File: src/rtl/key_ctrl_pkg.sv
// ============================================================================
// Module  : key_ctrl_pkg
// Brief   : Shared state/owner encodings and default timing for key_repeat_ctrl.
// Rev     : 1.0  initial release
// ============================================================================
`default_nettype none

package key_ctrl_pkg;

   typedef enum logic [1:0] {
      ST_IDLE   = 2'd0,
      ST_HOLD   = 2'd1,
      ST_REPEAT = 2'd2
   } state_t;

   typedef enum logic [1:0] {
      OWN_NONE = 2'd0,
      OWN_INC  = 2'd1,
      OWN_DEC  = 2'd2
   } owner_t;

   localparam int DEF_COUNT_W       = 8;
   localparam int DEF_TIMER_W       = 24;
   localparam int DEF_HOLD_CYCLES   = 12000000;
   localparam int DEF_REPEAT_CYCLES = 3000000;

endpackage

`default_nettype wire

File: src/rtl/key_repeat_timer.sv
// ============================================================================
// Module  : key_repeat_timer
// Brief   : Hold/repeat cycle counter with terminal count chosen by phase.
// Rev     : 1.0  initial release
// ============================================================================
`default_nettype none

module key_repeat_timer
   import key_ctrl_pkg::*;
#(
   parameter int TIMER_W       = DEF_TIMER_W,
   parameter int HOLD_CYCLES   = DEF_HOLD_CYCLES,
   parameter int REPEAT_CYCLES = DEF_REPEAT_CYCLES
) (
   input  logic clk,
   input  logic reset,
   input  logic clear,
   input  logic enable,
   input  logic sel_repeat,
   output logic terminal
);

   localparam logic [TIMER_W-1:0] HOLD_LAST   = TIMER_W'(HOLD_CYCLES - 1);
   localparam logic [TIMER_W-1:0] REPEAT_LAST = TIMER_W'(REPEAT_CYCLES - 1);

   logic [TIMER_W-1:0] timer_q;
   logic [TIMER_W-1:0] timer_d;

   always_comb begin
      timer_d = timer_q;
      if (clear) begin
         timer_d = '0;
      end else if (enable) begin
         timer_d = timer_q + TIMER_W'(1);
      end
   end

   always_ff @(posedge clk) begin
      if (reset) begin
         timer_q <= '0;
      end else begin
         timer_q <= timer_d;
      end
   end

   assign terminal = (timer_q == (sel_repeat ? REPEAT_LAST : HOLD_LAST));

endmodule

`default_nettype wire

File: src/rtl/key_repeat_ctrl.sv
// ============================================================================
// Module  : key_repeat_ctrl
// Brief   : Button-driven up/down counter with hold-to-repeat and clear.
//           Define KEY_REPEAT_SATURATE_EN to saturate instead of wrapping.
// Rev     : 1.0  initial release
// ============================================================================
`default_nettype none

module key_repeat_ctrl
   import key_ctrl_pkg::*;
#(
   parameter int COUNT_W       = DEF_COUNT_W,
   parameter int TIMER_W       = DEF_TIMER_W,
   parameter int HOLD_CYCLES   = DEF_HOLD_CYCLES,
   parameter int REPEAT_CYCLES = DEF_REPEAT_CYCLES
) (
   input  logic               clk,
   input  logic               reset,
   input  logic               inc_down,
   input  logic               inc_up,
   input  logic               dec_down,
   input  logic               dec_up,
   input  logic               clr_down,
   output logic [COUNT_W-1:0] count,
   output logic               step,
   output logic               repeating
);

   state_t             state_q, state_d;
   owner_t             owner_q, owner_d;
   logic [COUNT_W-1:0] count_q, count_d;
   logic               step_q, step_d;
   logic               repeating_q, repeating_d;

   logic               timer_clr;
   logic               timer_en;
   logic               timer_term;

   logic [COUNT_W-1:0] inc_val;
   logic [COUNT_W-1:0] dec_val;
   logic               inc_moves;
   logic               dec_moves;
   logic               owner_up;

   key_repeat_timer #(
      .TIMER_W       (TIMER_W),
      .HOLD_CYCLES   (HOLD_CYCLES),
      .REPEAT_CYCLES (REPEAT_CYCLES)
   ) u_timer (
      .clk        (clk),
      .reset      (reset),
      .clear      (timer_clr),
      .enable     (timer_en),
      .sel_repeat (state_q == ST_REPEAT),
      .terminal   (timer_term)
   );

   // Candidate next values for one step in either direction.
   always_comb begin
      inc_val   = count_q + COUNT_W'(1);
      dec_val   = count_q - COUNT_W'(1);
`ifdef KEY_REPEAT_SATURATE_EN
      inc_moves = (count_q != '1);
      dec_moves = (count_q != '0);
`else
      inc_moves = 1'b1;
      dec_moves = 1'b1;
`endif
      owner_up  = ((owner_q == OWN_INC) && inc_up) ||
                  ((owner_q == OWN_DEC) && dec_up);
   end

   always_comb begin
      state_d   = state_q;
      owner_d   = owner_q;
      count_d   = count_q;
      step_d    = 1'b0;
      timer_clr = 1'b0;
      timer_en  = 1'b0;

      if (clr_down) begin
         count_d   = '0;
         step_d    = (count_q != '0);
         state_d   = ST_IDLE;
         owner_d   = OWN_NONE;
         timer_clr = 1'b1;
      end else begin
         case (state_q)
            ST_IDLE: begin
               timer_clr = 1'b1;
               if (inc_down) begin
                  if (inc_moves) begin
                     count_d = inc_val;
                     step_d  = 1'b1;
                  end
                  owner_d = OWN_INC;
                  state_d = ST_HOLD;
               end else if (dec_down) begin
                  if (dec_moves) begin
                     count_d = dec_val;
                     step_d  = 1'b1;
                  end
                  owner_d = OWN_DEC;
                  state_d = ST_HOLD;
               end
            end
            ST_HOLD, ST_REPEAT: begin
               // Release takes precedence over a timer expiring in the same cycle.
               if (owner_up) begin
                  state_d   = ST_IDLE;
                  owner_d   = OWN_NONE;
                  timer_clr = 1'b1;
               end else if (timer_term) begin
                  if ((owner_q == OWN_INC) && inc_moves) begin
                     count_d = inc_val;
                     step_d  = 1'b1;
                  end else if ((owner_q == OWN_DEC) && dec_moves) begin
                     count_d = dec_val;
                     step_d  = 1'b1;
                  end
                  state_d   = ST_REPEAT;
                  timer_clr = 1'b1;
               end else begin
                  timer_en = 1'b1;
               end
            end
            default: begin
               state_d   = ST_IDLE;
               owner_d   = OWN_NONE;
               timer_clr = 1'b1;
            end
         endcase
      end

      repeating_d = (state_d == ST_REPEAT);
   end

   always_ff @(posedge clk) begin
      if (reset) begin
         state_q     <= ST_IDLE;
         owner_q     <= OWN_NONE;
         count_q     <= '0;
         step_q      <= 1'b0;
         repeating_q <= 1'b0;
      end else begin
         state_q     <= state_d;
         owner_q     <= owner_d;
         count_q     <= count_d;
         step_q      <= step_d;
         repeating_q <= repeating_d;
      end
   end

   assign count     = count_q;
   assign step      = step_q;
   assign repeating = repeating_q;

endmodule

`default_nettype wire

File: config.mk
export PLATFORM = sky130hd
export DESIGN_NAME = key_repeat_ctrl
export DESIGN_NICKNAME = d
export VERILOG_FILES = /design/src/rtl/key_ctrl_pkg.sv /design/src/rtl/key_repeat_timer.sv /design/src/rtl/key_repeat_ctrl.sv
export SDC_FILE = /design/constraint.sdc
export NUM_CORES = 1
export LEC_CHECK = 0
export ABC_AREA = 0
export CAP_MARGIN = 20
export CORE_MARGIN = 8
export CORE_UTILIZATION = 30
export CTS_CLUSTER_DIAMETER = 150
export DETAILED_ROUTE_END_ITERATION = 8
export DONT_BUFFER_PORTS = 1
export GPL_TIMING_DRIVEN = 0
export SETUP_SLACK_MARGIN = 0.2
export SLEW_MARGIN = 30
export SYNTH_ARGS = -nofsm -noshare
export SYNTH_HDL_FRONTEND = slang
export SYNTH_SLANG_ARGS = --single-unit
File: constraint.sdc
create_clock -name clk -period 4.8 [get_ports clk]
set_input_delay 0.48 -clock clk [delete_from_list [all_inputs] [get_ports clk]]
set_output_delay 0.48 -clock clk [all_outputs]
set_load 0.03 [all_outputs]
Word level (Yosys, flattened, before mapping)
Cells that the tools add are included.
{"block": "word_totals", "reg_bits": 38, "word_cells": 65}
{"block": "op_classes", "muxes": 34, "n_addsub": 3, "eq_ne": 11, "reduce_logical": 11}
{"operator": "$mux 8", "n": 6}
{"operator": "$add 24x1->24 const B", "n": 1}
{"operator": "$eq 24x24->1", "n": 1}
{"operator": "$mux 24", "n": 1}
{"operator": "$mux 2", "n": 8}
{"operator": "$pmux 8 s2", "n": 1}
{"operator": "$mux 1", "n": 15}
{"operator": "$add 8x1->8 const B", "n": 1}
{"operator": "$pmux 2 s2", "n": 2}
{"operator": "$reduce_bool 8->1", "n": 1}
{"operator": "$sub 8x1->8 const B", "n": 1}
{"operator": "$eq 2x2->1 const B", "n": 3}
{"operator": "$ne 2x2->1 const B", "n": 3}
{"operator": "$ne 3x3->1 const B", "n": 2}
{"operator": "$reduce_or 2->1", "n": 3}
{"operator": "$reduce_and 5->1", "n": 1}
{"operator": "$eq 2x1->1 const B", "n": 2}
{"operator": "$logic_and 1x1->1", "n": 2}
{"operator": "$logic_not 2->1", "n": 1}
{"operator": "$pmux 1 s2", "n": 1}
{"operator": "$reduce_and 2->1", "n": 1}
{"operator": "$reduce_bool 2->1", "n": 1}
{"operator": "$logic_or 1x1->1", "n": 1}

Logic depth before layout (Yosys ltp)
{"block": "logic_depth", "word_depth": 8, "depth_mapped": 9, "mapped_depth_nobuf": 8}

Hierarchy
Synthesis repeated with hierarchy kept, for this count alone.
{"block": "unflattened", "hier_cells": 267, "area_unflattened_um2": 2243.4}
{"mod": "key_repeat_timer", "seq_area_each_um2": 480.5, "n_inst": 1, "cells_per_inst": 145, "area_each_um2": 1214.9}
{"mod": "key_repeat_ctrl", "seq_area_each_um2": 280.3, "n_inst": 1, "cells_per_inst": 122, "area_each_um2": 1028.5}

Least setup slack after synthesis
OpenSTA, ideal clock, no wires.
{"block": "synth_timing", "kind": "flip-flop to flip-flop", "start": "reg state_q[0]", "end": "reg count_q[3], in the netlist count[3]", "path_buffers": 1, "path_slack_ps": 2299, "t_arrival_ps": 2387, "path_stages_with_launch": 9, "cell_sequence": "dfxtp_1 > inv_1 > ha_1 > or4b_1 > a2111oi_4 > a21oi_2 > buf_2 > o31a_1 > o21a_1"}
{"block": "synth_between", "elab_chain_len": 5}
{"element": "start: declaration", "line": "key_repeat_ctrl.sv:29", "source": "state_t state_q, state_d;"}
{"element": "start signal: assignment", "line": "key_repeat_ctrl.sv:146", "source": "state_q <= state_d;"}
{"element": "$eq 2x2->1", "line": "key_repeat_ctrl.sv:54, key_repeat_ctrl.sv:88"}
{"element": "$mux 24", "line": "key_repeat_timer.sv:46", "source": "assign terminal = (timer_q == (sel_repeat ? REPEAT_LAST : HOLD_LAST));"}
{"element": "$eq 24x24->1", "line": "key_repeat_timer.sv:46"}
{"element": "$ne 2x2->1 (no line)"}
{"element": "$reduce_and 5->1 (no line)"}
{"element": "end signal: assignment", "line": "key_repeat_ctrl.sv:148", "source": "count_q <= count_d;"}
{"element": "end: declaration", "line": "key_repeat_ctrl.sv:31", "source": "logic [COUNT_W-1:0] count_q, count_d;"}
Several ways; a longest one is shown, not always the timed one.
A chain may end at the register's enable or synchronous reset.

Final worst setup path
{"block": "layout_timing", "start": "reg state_q[0]", "end": "reg u_timer.timer_q[20]"}
{"block": "layout_between", "elab_chain_len": 8}
{"element": "$eq 2x2->1", "line": "key_repeat_ctrl.sv:54, key_repeat_ctrl.sv:88"}
{"element": "$mux 24", "line": "key_repeat_timer.sv:46"}
{"element": "$eq 24x24->1", "line": "key_repeat_timer.sv:46"}
{"element": "$mux 1", "line": "key_repeat_ctrl.sv:113", "source": "end else if (timer_term) begin"}
{"element": "$mux 1", "line": "key_repeat_ctrl.sv:109", "source": "if (owner_up) begin"}
{"element": "$mux 1", "line": "key_repeat_ctrl.sv:88", "source": "case (state_q)"}
{"element": "$mux 1", "line": "key_repeat_ctrl.sv:81", "source": "if (clr_down) begin"}
{"element": "$reduce_or 2->1 (no line)"}
{"element": "end signal: assignment", "line": "key_repeat_timer.sv:42", "source": "timer_q <= timer_d;"}
{"element": "end: declaration", "line": "key_repeat_timer.sv:26", "source": "logic [TIMER_W-1:0] timer_q;"}
Several ways; a longest one is shown, not always the timed one.

==> results.json <==
{
  "synth-compound-area-share_pct": 13.8,
  "cpPeakStageDelay_ns": 0.58,
  "ys_seq_elements": 38,
  "grt.met2_usage_pct": 14.6,
  "hold_violations": 0,
  "cp_cell_sequence": "inv_1 -> ha_1 -> or4b_1 -> a2111oi_4 -> nor2_1 -> nand2_1 -> clkbuf_1 -> nor2_1",
  "setup_tns_ns": 0,
  "clock.fmax_mhz": 355,
  "grt-ovfl-total": 0,
  "drt-vias-per-instance": 5.00,
  "r2r-start": "state_q[0]$_SDFF_PP0_",
  "setup_viol": 0,
  "clockRootBuffer": "clkbuf_8",
  "min_delay_path_depth": 1,
  "grtUsageMet1_pct": 10.3,
  "relSlewSlack_pct": 63.0,
  "synth.net_count": 255,
  "place_congestion": 0.833,
  "cts_max_level": 2,
  "p_leak_uw": 0.000749,
  "critPathCaptureType": "register",
  "ant_nets": 0,
  "grt_util_met3_pct": 3.27,
  "slew_viol_final": 0,
  "grt.total_usage_pct": 8.94,
  "worst-path-stages": 8,
  "firstDrtPassIters": 6,
  "route.detailed.drc": 0,
  "regArea_um2": 761,
  "fin_crit_ns": 2.82,
  "synthSimpleGateAreaFrac_pct": 28.0,
  "slowest_stage": "or4b_1",
  "postRouteWirelength_mm": 4.07,
  "wire_per_inst_um": 12.6,
  "multiInputGateArea_um2": 1160,
  "synthArstFlopShare_pct": 0,
  "pin_count": 17,
  "post_cts_resized": 0,
  "row_count": 29,
  "startpoint": "state_q[0]$_SDFF_PP0_",
  "ctsHoldBuffers": 0,
  "r2r_cells": 8,
  "post_dp_cell_area_um2": 2070,
  "synth_mux_area_share_pct": 0.569,
  "synth_xor_area_share_pct": 10.6,
  "numPortBuffers": 0,
  "clkSinkCount": 38,
  "synth_top_family_by_area": "simple AND/OR/NAND/NOR gates",
  "path_max_fanout": 10,
  "antenna_found_initial": 0,
  "grt_max_degree": 12,
  "synth_enable_flop_cells": 0,
  "synth_top_area_share_pct": 38.5,
  "ys_warn_count": 0,
  "crit_buf_inv": 2,
  "rsz0062_at_grt": "false",
  "vias": 1620,
  "clk_path_buf_depth": 2,
  "crit_arrival_ns": 2.99,
  "synth_top_cell_by_area": "dfxtp_1",
  "worst_slew_pin_slew_ns": 0.553,
  "syn_inst": 239,
  "hold_path_class": "input port to register",
  "synth_fa_ha_area_share_pct": 5.69,
  "synthesis.area_um2": 1980,
  "area_growth_pct": 10.7,
  "finalClockSkew_ns": 0.00700,
  "crit_family": "simple AND/OR/NAND/NOR gates",
  "critPathKind": "register to register",
  "p_per_area_nw_per_um2": 300,
  "crit_top_cell": "nor2_1",
  "grt_pass1_vias": 1576,
  "cp-endpoint": "u_timer.timer_q[20]$_SDFFE_PP0P_",
  "cts_tree": "yes",
  "die_area_um2": 9450,
  "n_antenna_cell": 0,
  "cts_buffers": 5,
  "grt_pass1_wl_mm": 7.16,
  "fin_nets": 262,
  "clk_pin_slew_ns": 0.08,
  "clk_latency_ns": 0.29,
  "finalCritPeriodShare_pct": 58.7,
  "initial_core_util_pct": 31.2,
  "coreArea_um2": 6350,
  "dp.final_hpwl_mm": 3.09,
  "r2r-end": "u_timer.timer_q[20]$_SDFFE_PP0P_",
  "status": "completed",
  "drt-initial-drc-count": 66,
  "required_ns": 4.97,
  "synth.area.top_cells": "dfxtp_1, nor2_1, xor2_1, ha_1, nand2_1",
  "ys_seq_area_share_pct": 38.5,
  "die_x_um": 97.2,
  "synth.avg_cell_area_um2": 8.28,
  "nFillCells": 657,
  "max_cap_violations": 0,
  "vdd.ir_drop.worst_uv": 154,
  "cp-start-kind": "register",
  "r2r_slack_ns": 1.98,
  "busiest_layer": "met2",
  "synthFlopType": "dfxtp_1",
  "stdcell_area_um2": 2190,
  "yosys.cell_types.count": 48,
  "cts_setup_buffers": 0,
  "drive_above_1_share_pct": 6.88,
  "dieHeight_um": 97.2
}
worst min path at each step:
stage / startpoint / to / slack [ns]
after floorplan: u_timer.timer_q[0]$_SDFFE_PP0P_ / u_timer.timer_q[0]$_SDFFE_PP0P_ / 0.43
after global placement: u_timer.timer_q[0]$_SDFFE_PP0P_ / u_timer.timer_q[0]$_SDFFE_PP0P_ / 0.45
after detailed placement: u_timer.timer_q[0]$_SDFFE_PP0P_ / u_timer.timer_q[0]$_SDFFE_PP0P_ / 0.45
after CTS: reset / step$_SDFF_PP0_ / 0.32
after global routing: reset / step$_SDFF_PP0_ / 0.31
final: reset / step$_SDFF_PP0_ / 0.34
cell usage after synthesis, types with 2 or more instances:
| cell | n |
|---|---|
| dfxtp_1 | 38 |
| nor3_1 | 3 |
| inv_1 | 11 |
| clkbuf_1 | 2 |
| ha_1 | 9 |
| nand2_1 | 28 |
| xnor2_1 | 11 |
| nor4b_1 | 2 |
| nand3_1 | 9 |
| a22oi_1 | 2 |
| and3_1 | 7 |
| nor4_1 | 2 |
| or3_1 | 7 |
| nor2_1 | 38 |
| o21ai_0 | 11 |
| or4_1 | 2 |
| xor2_1 | 13 |
| or2_2 | 2 |
| nand4_1 | 3 |
| a21oi_1 | 11 |
stage by stage:
step	total power (uW)	util [%]	setup slack, ns	std cells	hold WS, ns
6_report	658	34.5	1.98	324	0.335
5_1_grt	688	34.5	1.73	324	0.312
4_1_cts	666	34.4	1.95	324	0.321
3_5_place_dp	405	32.7	1.96	316	0.453
3_3_place_gp	405	32.7	2.00	316	0.447
2_1_floorplan	391	-	2.30	239	0.430
flip-flops by register name (all words and copies together) (netlist names):
| name | count |
|---|---|
| u_timer.timer_q | 24 |
| step | 1 |
| owner_q | 2 |
| repeating | 1 |
| state_q | 2 |
| count | 8 |
report_power, final:
part | total [uW] | switching, uW | internal, uW
Clock | 260 | 115 | 145
Combinational | 57.6 | 34.0 | 23.6
Sequential | 340 | 18.7 | 322
layout by cell type (no fill, tap or decap), drive strengths merged, types with 2 or more instances in the layout:
master,count
nor2,38
buf,2
nand2,28
or3,7
or4,3
or2,2
a21oi,12
nand3,10
nor4b,2
nor4,2
nand4,3
xor2,13
and3,7
nor3,3
dfxtp,38
ha,9
inv,11
clkbuf,10
a22oi,2
o21ai,11
xnor2,11
kinds of logic (layout without fill, tap and decap cells):
kind of cell    count (synthesis)  count (layout)
simple gates                  112             112
compound gates                 40              40
flops                          38              38
xor+xnor                       24              24
buf+inv                        15              23
fa+ha+maj                       9               9
mux                             1               1
cell type report:
type	instances	share of cell area, %
plain buffers	4	0.743
clock buffers	8	5.03
inverters	11	1.89
multi-input cells	186	53.2
flip-flops and latches	38	34.7
well taps	77	4.40
routing by layer:
metal  share of wire [%]  wire length, um
met1                  48             1940
met2                  45             1820
met3                 5.8              235
met4                 1.8               74
met5                   0                0
No activity file was read; power rests on OpenSTA's default activity.
